--- src/rtl/cp0_pkg.sv ---
// Shared CP0 register numbers, exception codes and SR/Cause field layout.
// Timer-related numbers are used only when CP0_TIMER_EN is defined.
package cp0_pkg;

  localparam logic [4:0] REG_COUNT   = 5'd9;
  localparam logic [4:0] REG_COMPARE = 5'd11;
  localparam logic [4:0] REG_SR      = 5'd12;
  localparam logic [4:0] REG_CAUSE   = 5'd13;
  localparam logic [4:0] REG_EPC     = 5'd14;
  localparam logic [4:0] REG_PRID    = 5'd15;

  localparam logic [4:0] EXC_INT     = 5'd0;
  localparam logic [4:0] EXC_ADEL    = 5'd4;
  localparam logic [4:0] EXC_ADES    = 5'd5;
  localparam logic [4:0] EXC_SYSCALL = 5'd8;
  localparam logic [4:0] EXC_RI      = 5'd10;
  localparam logic [4:0] EXC_OV      = 5'd12;

  localparam int SR_IE       = 0;
  localparam int SR_EXL      = 1;
  localparam int SR_IM_LO    = 10;
  localparam int SR_IM_HI    = 15;
  localparam int CAUSE_EXC_LO = 2;
  localparam int CAUSE_EXC_HI = 6;
  localparam int CAUSE_IP_LO  = 10;
  localparam int CAUSE_IP_HI  = 15;
  localparam int CAUSE_BD     = 31;

  typedef struct packed {
    logic [5:0] im;
    logic       exl;
    logic       ie;
  } sr_t;

  typedef struct packed {
    logic       bd;
    logic [5:0] ip;
    logic [4:0] exc;
  } cause_t;

  function automatic logic [31:0] pack_sr(input sr_t s);
    logic [31:0] v;
    v = 32'h0000_0000;
    v[SR_IM_HI:SR_IM_LO] = s.im;
    v[SR_EXL]            = s.exl;
    v[SR_IE]             = s.ie;
    return v;
  endfunction

  function automatic logic [31:0] pack_cause(input cause_t c);
    logic [31:0] v;
    v = 32'h0000_0000;
    v[CAUSE_BD]                     = c.bd;
    v[CAUSE_IP_HI:CAUSE_IP_LO]      = c.ip;
    v[CAUSE_EXC_HI:CAUSE_EXC_LO]    = c.exc;
    return v;
  endfunction

endpackage

--- src/rtl/cp0_timer.sv ---
// Count/Compare timer: Count free-runs, timer interrupt latches on a nonzero match
// and is cleared by any Compare write.
module cp0_timer (
  input  logic        clk,
  input  logic        rst,
  input  logic        i_we_count,
  input  logic        i_we_compare,
  input  logic [31:0] i_din,
  output logic [31:0] o_count,
  output logic [31:0] o_compare,
  output logic        o_irq
);

  logic [31:0] r_count;
  logic [31:0] r_compare;
  logic        r_irq;

  // Count/Compare/irq state; a Compare write beats a simultaneous match
  always_ff @(posedge clk) begin
    if (!rst) begin
      r_count   <= 32'h0000_0000;
      r_compare <= 32'h0000_0000;
      r_irq     <= 1'b0;
    end else begin
      if (i_we_count) r_count <= i_din;
      else            r_count <= r_count + 32'h0000_0001;

      if (i_we_compare) begin
        r_compare <= i_din;
        r_irq     <= 1'b0;
      end else if ((r_count == r_compare) && (r_compare != 32'h0000_0000)) begin
        r_compare <= r_compare;
        r_irq     <= 1'b1;
      end else begin
        r_compare <= r_compare;
        r_irq     <= r_irq;
      end
    end
  end

  assign o_count   = r_count;
  assign o_compare = r_compare;
  assign o_irq     = r_irq;

endmodule

--- src/rtl/cp0_unit.sv ---
// Coprocessor-0 beside the M stage: SR/Cause/EPC/PRId, exception/interrupt flush request, eret.
// Optional Count/Compare timer is built when CP0_TIMER_EN is defined.
module cp0_unit
  import cp0_pkg::*;
#(
  parameter logic [31:0] HANDLER_ADDR = 32'h0000_4180,
  parameter logic [31:0] PRID_VALUE   = 32'h2023_1110
) (
  input  logic        clk,
  input  logic        rst,
  input  logic        we,
  input  logic [4:0]  addr,
  input  logic [31:0] din,
  input  logic [31:0] vpc,
  input  logic        bd_in,
  input  logic        exc_valid,
  input  logic [4:0]  exc_code,
  input  logic        eret,
  input  logic [5:0]  hw_int,
  output logic [31:0] dout,
  output logic [31:0] epc_out,
  output logic        req,
  output logic [31:0] handler_pc
);

  sr_t         r_sr;
  cause_t      r_cause;
  logic [31:0] r_epc;

  logic        w_int_req;
  logic        w_exc_req;
  logic        w_req;
  logic        w_wr_en;
  logic        w_timer_irq;

  assign w_int_req = (|(r_cause.ip & r_sr.im)) & r_sr.ie & ~r_sr.exl;
  assign w_exc_req = exc_valid & ~r_sr.exl;
  assign w_req     = w_int_req | w_exc_req;
  // A flushed instruction must not commit its mtc0
  assign w_wr_en   = we & ~w_req;

`ifdef CP0_TIMER_EN
  logic [31:0] w_count;
  logic [31:0] w_compare;

  cp0_timer u_timer (
    .clk          (clk),
    .rst          (rst),
    .i_we_count   (w_wr_en && (addr == REG_COUNT)),
    .i_we_compare (w_wr_en && (addr == REG_COMPARE)),
    .i_din        (din),
    .o_count      (w_count),
    .o_compare    (w_compare),
    .o_irq        (w_timer_irq)
  );
`else
  assign w_timer_irq = 1'b0;
`endif

  // SR/Cause/EPC update: flush entry, then mtc0, then eret clearing EXL
  always_ff @(posedge clk) begin
    if (!rst) begin
      r_sr    <= '0;
      r_cause <= '0;
      r_epc   <= 32'h0000_0000;
    end else begin
      r_cause.ip <= {hw_int[5] | w_timer_irq, hw_int[4:0]};
      if (w_req) begin
        r_sr.exl    <= 1'b1;
        r_cause.exc <= w_int_req ? EXC_INT : exc_code;
        r_cause.bd  <= bd_in;
        r_epc       <= bd_in ? (vpc - 32'h0000_0004) : vpc;
      end else begin
        if (w_wr_en && (addr == REG_SR)) begin
          r_sr.im  <= din[SR_IM_HI:SR_IM_LO];
          r_sr.ie  <= din[SR_IE];
          r_sr.exl <= eret ? 1'b0 : din[SR_EXL];
        end else if (eret) begin
          r_sr.exl <= 1'b0;
        end else begin
          r_sr <= r_sr;
        end
        if (w_wr_en && (addr == REG_EPC)) r_epc <= din;
        else                              r_epc <= r_epc;
      end
    end
  end

  // mfc0 read mux
  always_comb begin
    dout = 32'h0000_0000;
    case (addr)
      REG_SR:      dout = pack_sr(r_sr);
      REG_CAUSE:   dout = pack_cause(r_cause);
      REG_EPC:     dout = r_epc;
      REG_PRID:    dout = PRID_VALUE;
`ifdef CP0_TIMER_EN
      REG_COUNT:   dout = w_count;
      REG_COMPARE: dout = w_compare;
`endif
      default:     dout = 32'h0000_0000;
    endcase
  end

  assign req        = w_req;
  assign epc_out    = r_epc;
  assign handler_pc = HANDLER_ADDR;

endmodule
--- config.mk ---
export PLATFORM = sky130hd
export DESIGN_NAME = cp0_unit
export DESIGN_NICKNAME = d
export VERILOG_FILES = /design/src/rtl/cp0_pkg.sv /design/src/rtl/cp0_timer.sv /design/src/rtl/cp0_unit.sv
export SDC_FILE = /design/constraint.sdc
export NUM_CORES = 1
export LEC_CHECK = 0
export CAP_MARGIN = 20
export CORE_MARGIN = 8
export CORE_UTILIZATION = 25
export CTS_CLUSTER_SIZE = 30
export DETAILED_ROUTE_END_ITERATION = 10
export PLACE_DENSITY = 0.62
export SYNTH_ARGS = -nofsm -noshare
export SYNTH_HDL_FRONTEND = slang
export SYNTH_HIERARCHICAL = 1
export SYNTH_SLANG_ARGS = --single-unit
--- constraint.sdc ---
create_clock -name clk -period 3.8 [get_ports clk]
set_input_delay 0.76 -clock clk [delete_from_list [all_inputs] [get_ports clk]]
set_output_delay 0.76 -clock clk [all_outputs]
set_load 0.01 [all_outputs]
==> flow_metrics.py <==
metrics = {
    "hold_path": {
        "hold_class": "reg2reg",
    },
    "critical_path": {
        "critPathKind": "in2out",
        "critPathTopFamily": "buffers and inverters",
        "arrival_ns": 2.57,
        "worst_path_max_delay_cell": "clkdlybuf4s50_1",
        "cp_cell_sequence": "clkdlybuf4s50_1 -> nand3b_1 -> buf_4 -> nor2_1 -> clkdlybuf4s50_1",
        "worstPathRequired_ns": 3.04,
        "end_kind": "output port",
        "worstSetupStartpointType": "primary input",
        "crit_top_cell": "clkdlybuf4s50_1",
        "crit_fanout": 10,
        "cp_num_buf_inv": 3,
        "cpPeakStageDelay_ns": 0.55,
    },
    "timing": {
        "rsz0062_at_grt": "no",
        "clock_skew_ns": 0.004543,
        "worstMarginPinSlew_ns": 0.7340,
        "fin_tns_setup_ns": 0,
        "fin_crit_ns": 3.328,
        "hold_ws_ns": 0.4846,
        "period_share": 0.8757,
        "setup_viol": 0,
        "fmax_mhz": 300.5,
        "hold_viol_final": 0,
        "max_slew_margin": 0.5065,
        "finalMaxSlewViolations": 0,
    },
    "logic_synthesis": {
        "synth_ff_type": "dfxtp_1",
        "synth_seq_area_share": 0.2930,
        "post-synth-top-area-cell": "dfxtp_1",
        "yosysWarnings": 6,
        "yosys.area.top_type_share": 0.2930,
        "synth.area.top_cells": "dfxtp_1 29%, a211oi_1 7.4%, buf_4 7.0%",
        "synth-async-reset-ratio": 0,
        "syn_area_um2": 3553,
        "synth_edf_count": 0,
        "synth_cell_types": 50,
        "netlist_instances": 455,
        "yosys_register_bits": 52,
        "post_synth.cell_area_avg_um2": 7.810,
    },
    "place": {
        "place.gp.congestion": 0.8051,
        "dpl.hpwl_um": 11810,
        "port_buffers": 150,
    },
    "routing": {
        "wl_per_cell_um": 19.60,
        "drc_errors": 0,
        "ant_nets": 0,
        "routed_wl_um": 15030,
        "firstDrtPassIters": 5,
        "via_per_inst": 5.158,
        "num_vias": 3956,
        "drt_iter0_drc": 240,
    },
    "floorplan": {
        "start_util": 0.2560,
        "dieArea_um2": 18280,
        "die_h_um": 135.2,
        "core.rowCount": 43,
        "io_pins": 183,
        "die_w_um": 135.2,
        "core-area_um2": 13880,
    },
    "grt": {
        "grt_pass1_wl_um": 22780,
        "grt-ovfl-total": 0,
        "track_usage": 0.1560,
        "antenna_found_initial": 0,
        "grt_max_degree": 60,
        "grt_pass1_vias": 4089,
    },
    "power_and_ir_drop": {
        "clockPowerShare": 0.331,
        "p_per_area_nw_per_um2": 274.6,
        "seq_power_share": 0.418,
        "combPwrFrac": 0.251,
        "p_switching_mw": 0.4351,
        "p_leak_nw": 1.923,
        "ir_drop_mv": 0.1495,
        "switching_share": 0.2992,
        "p_int_mw": 1.019,
    },
    "cts": {
        "numCtsBuffers": 5,
        "cts_max_path_buffers": 2,
        "post_cts_buffers": 0,
        "clk_pin_slew_ns": 0.08,
        "clk_latency_ns": 0.29,
        "ctsHoldBuffers": 0,
        "cts_sinks": 52,
        "h-tree-depth": 2,
        "cts_tree": "built",
        "clockRootBuffer": "clkbuf_16",
        "cts_resized": 0,
    },
    "run_status": {
        "status": "finished, final reports clean",
    },
    "cells_and_area": {
        "final_core_util": 0.3815,
        "diodes": 0,
        "drive_gt1_frac": 0.04770,
        "syn2layout_area_growth_pct": 49.01,
        "nNetsFinal": 673,
    },
    "flow_run": {
        "drv_cap": 0,
    },
}
-- per-stage QoR --
step / total power, mW / area (um^2) / setup slack (ns) / std cells
3_5_place_dp: 0.9840 / 5142 / 0.2901 / 759
3_3_place_gp: 0.9793 / 5142 / 0.3766 / 759
2_1_floorplan: 0.7898 / 3666 / 0.9861 / 485
4_1_cts: 1.464 / 5295 / 0.4406 / 767
6_report: 1.454 / 5295 / 0.4723 / 767
5_1_grt: 1.516 / 5295 / 0.3311 / 767
-- Yosys cell counts, types with 8 or more instances --
library cell,number
dfxtp_1,52
or3_1,13
nand2_1,17
a211oi_1,35
nor2_1,40
a21oi_1,16
o21ai_0,11
or4_1,11
nor3_1,12
and3_1,39
xnor2_1,8
a311oi_1,20
buf_4,33
o31ai_1,11
clkbuf_1,36
nand3_1,16
-- flip-flops by register name, indices dropped and copies added (netlist names) --
signal,count
epc_out,32
r_cause,12
r_sr,8
-- path summary, 6_finish.rpt --
path	startpoint	to	slack, ns	cells past startpoint
max	addr[4]	dout[11]	0.47	5
min	r_cause[11]	r_cause[11]	0.48	2
max reg2reg	r_cause[9]	epc_out[17]	1.81	6
min reg2reg	r_cause[11]	r_cause[11]	0.48	2
-- layout make-up --
type	count	area (um^2)
fillers	1432	8586
multi-input cells	355	2220
repair buffers	166	1634
flip-flops and latches	52	1041
clock inverters	3	27.53
clock buffers	5	125.1
well taps	180	225.2
inverters	6	22.52
-- cell families after synthesis --
kind of cell / synth area share
muxes: 0.01972
adders and majority gates: 0.003521
other: 0.002113
AOI/OAI and AO/OA: 0.2567
and+or+nand+nor: 0.2799
xor gates and xnor gates: 0.02711
DFF: 0.2930
buffers and inverters: 0.1180
-- layout by cell type, fill, tap and decap left out, types with 12 or more instances in the layout --
master	n
nand2_1	17
nor2_1	40
clkdlybuf4s50_1	150
buf_4	15
nand3_1	16
a211oi_1	35
dfxtp_1	52
and3_1	39
a311oi_1	20
nor3_1	12
or3_1	13
a21oi_1	16
conb_1	32
-- per-layer routing --
| metal | wire length (um) | global-route usage | up-vias | share of wire |
|---|---|---|---|---|
| met4 | 365 | 0.04997 | 0 | 0.024 |
| met2 | 7533 | 0.2792 | 140 | 0.50 |
| met3 | 750 | 0.02671 | 20 | 0.050 |
| li1 | - | - | 1917 | - |
| met1 | 6381 | 0.1843 | 1879 | 0.42 |
| met5 | 0 | 0 | - | 0 |
-- worst min-delay path, delay by kind of cell (launching register included) --
family,cells,cell delay [ns]
simple gates,1,0.06
compound gates,1,0.06
flops,1,0.32
-- power groups by stage --
stage | clock (mW) | combinational, mW | sequential [mW]
final | 0.481 | 0.365 | 0.608
after global routing | 0.510 | 0.393 | 0.613
after CTS | 0.491 | 0.364 | 0.609
after detailed placement | 0 | 0.363 | 0.621
after global placement | 0 | 0.359 | 0.620
after floorplan | 0 | 0.167 | 0.623
(Power assumes the default switching activity.)
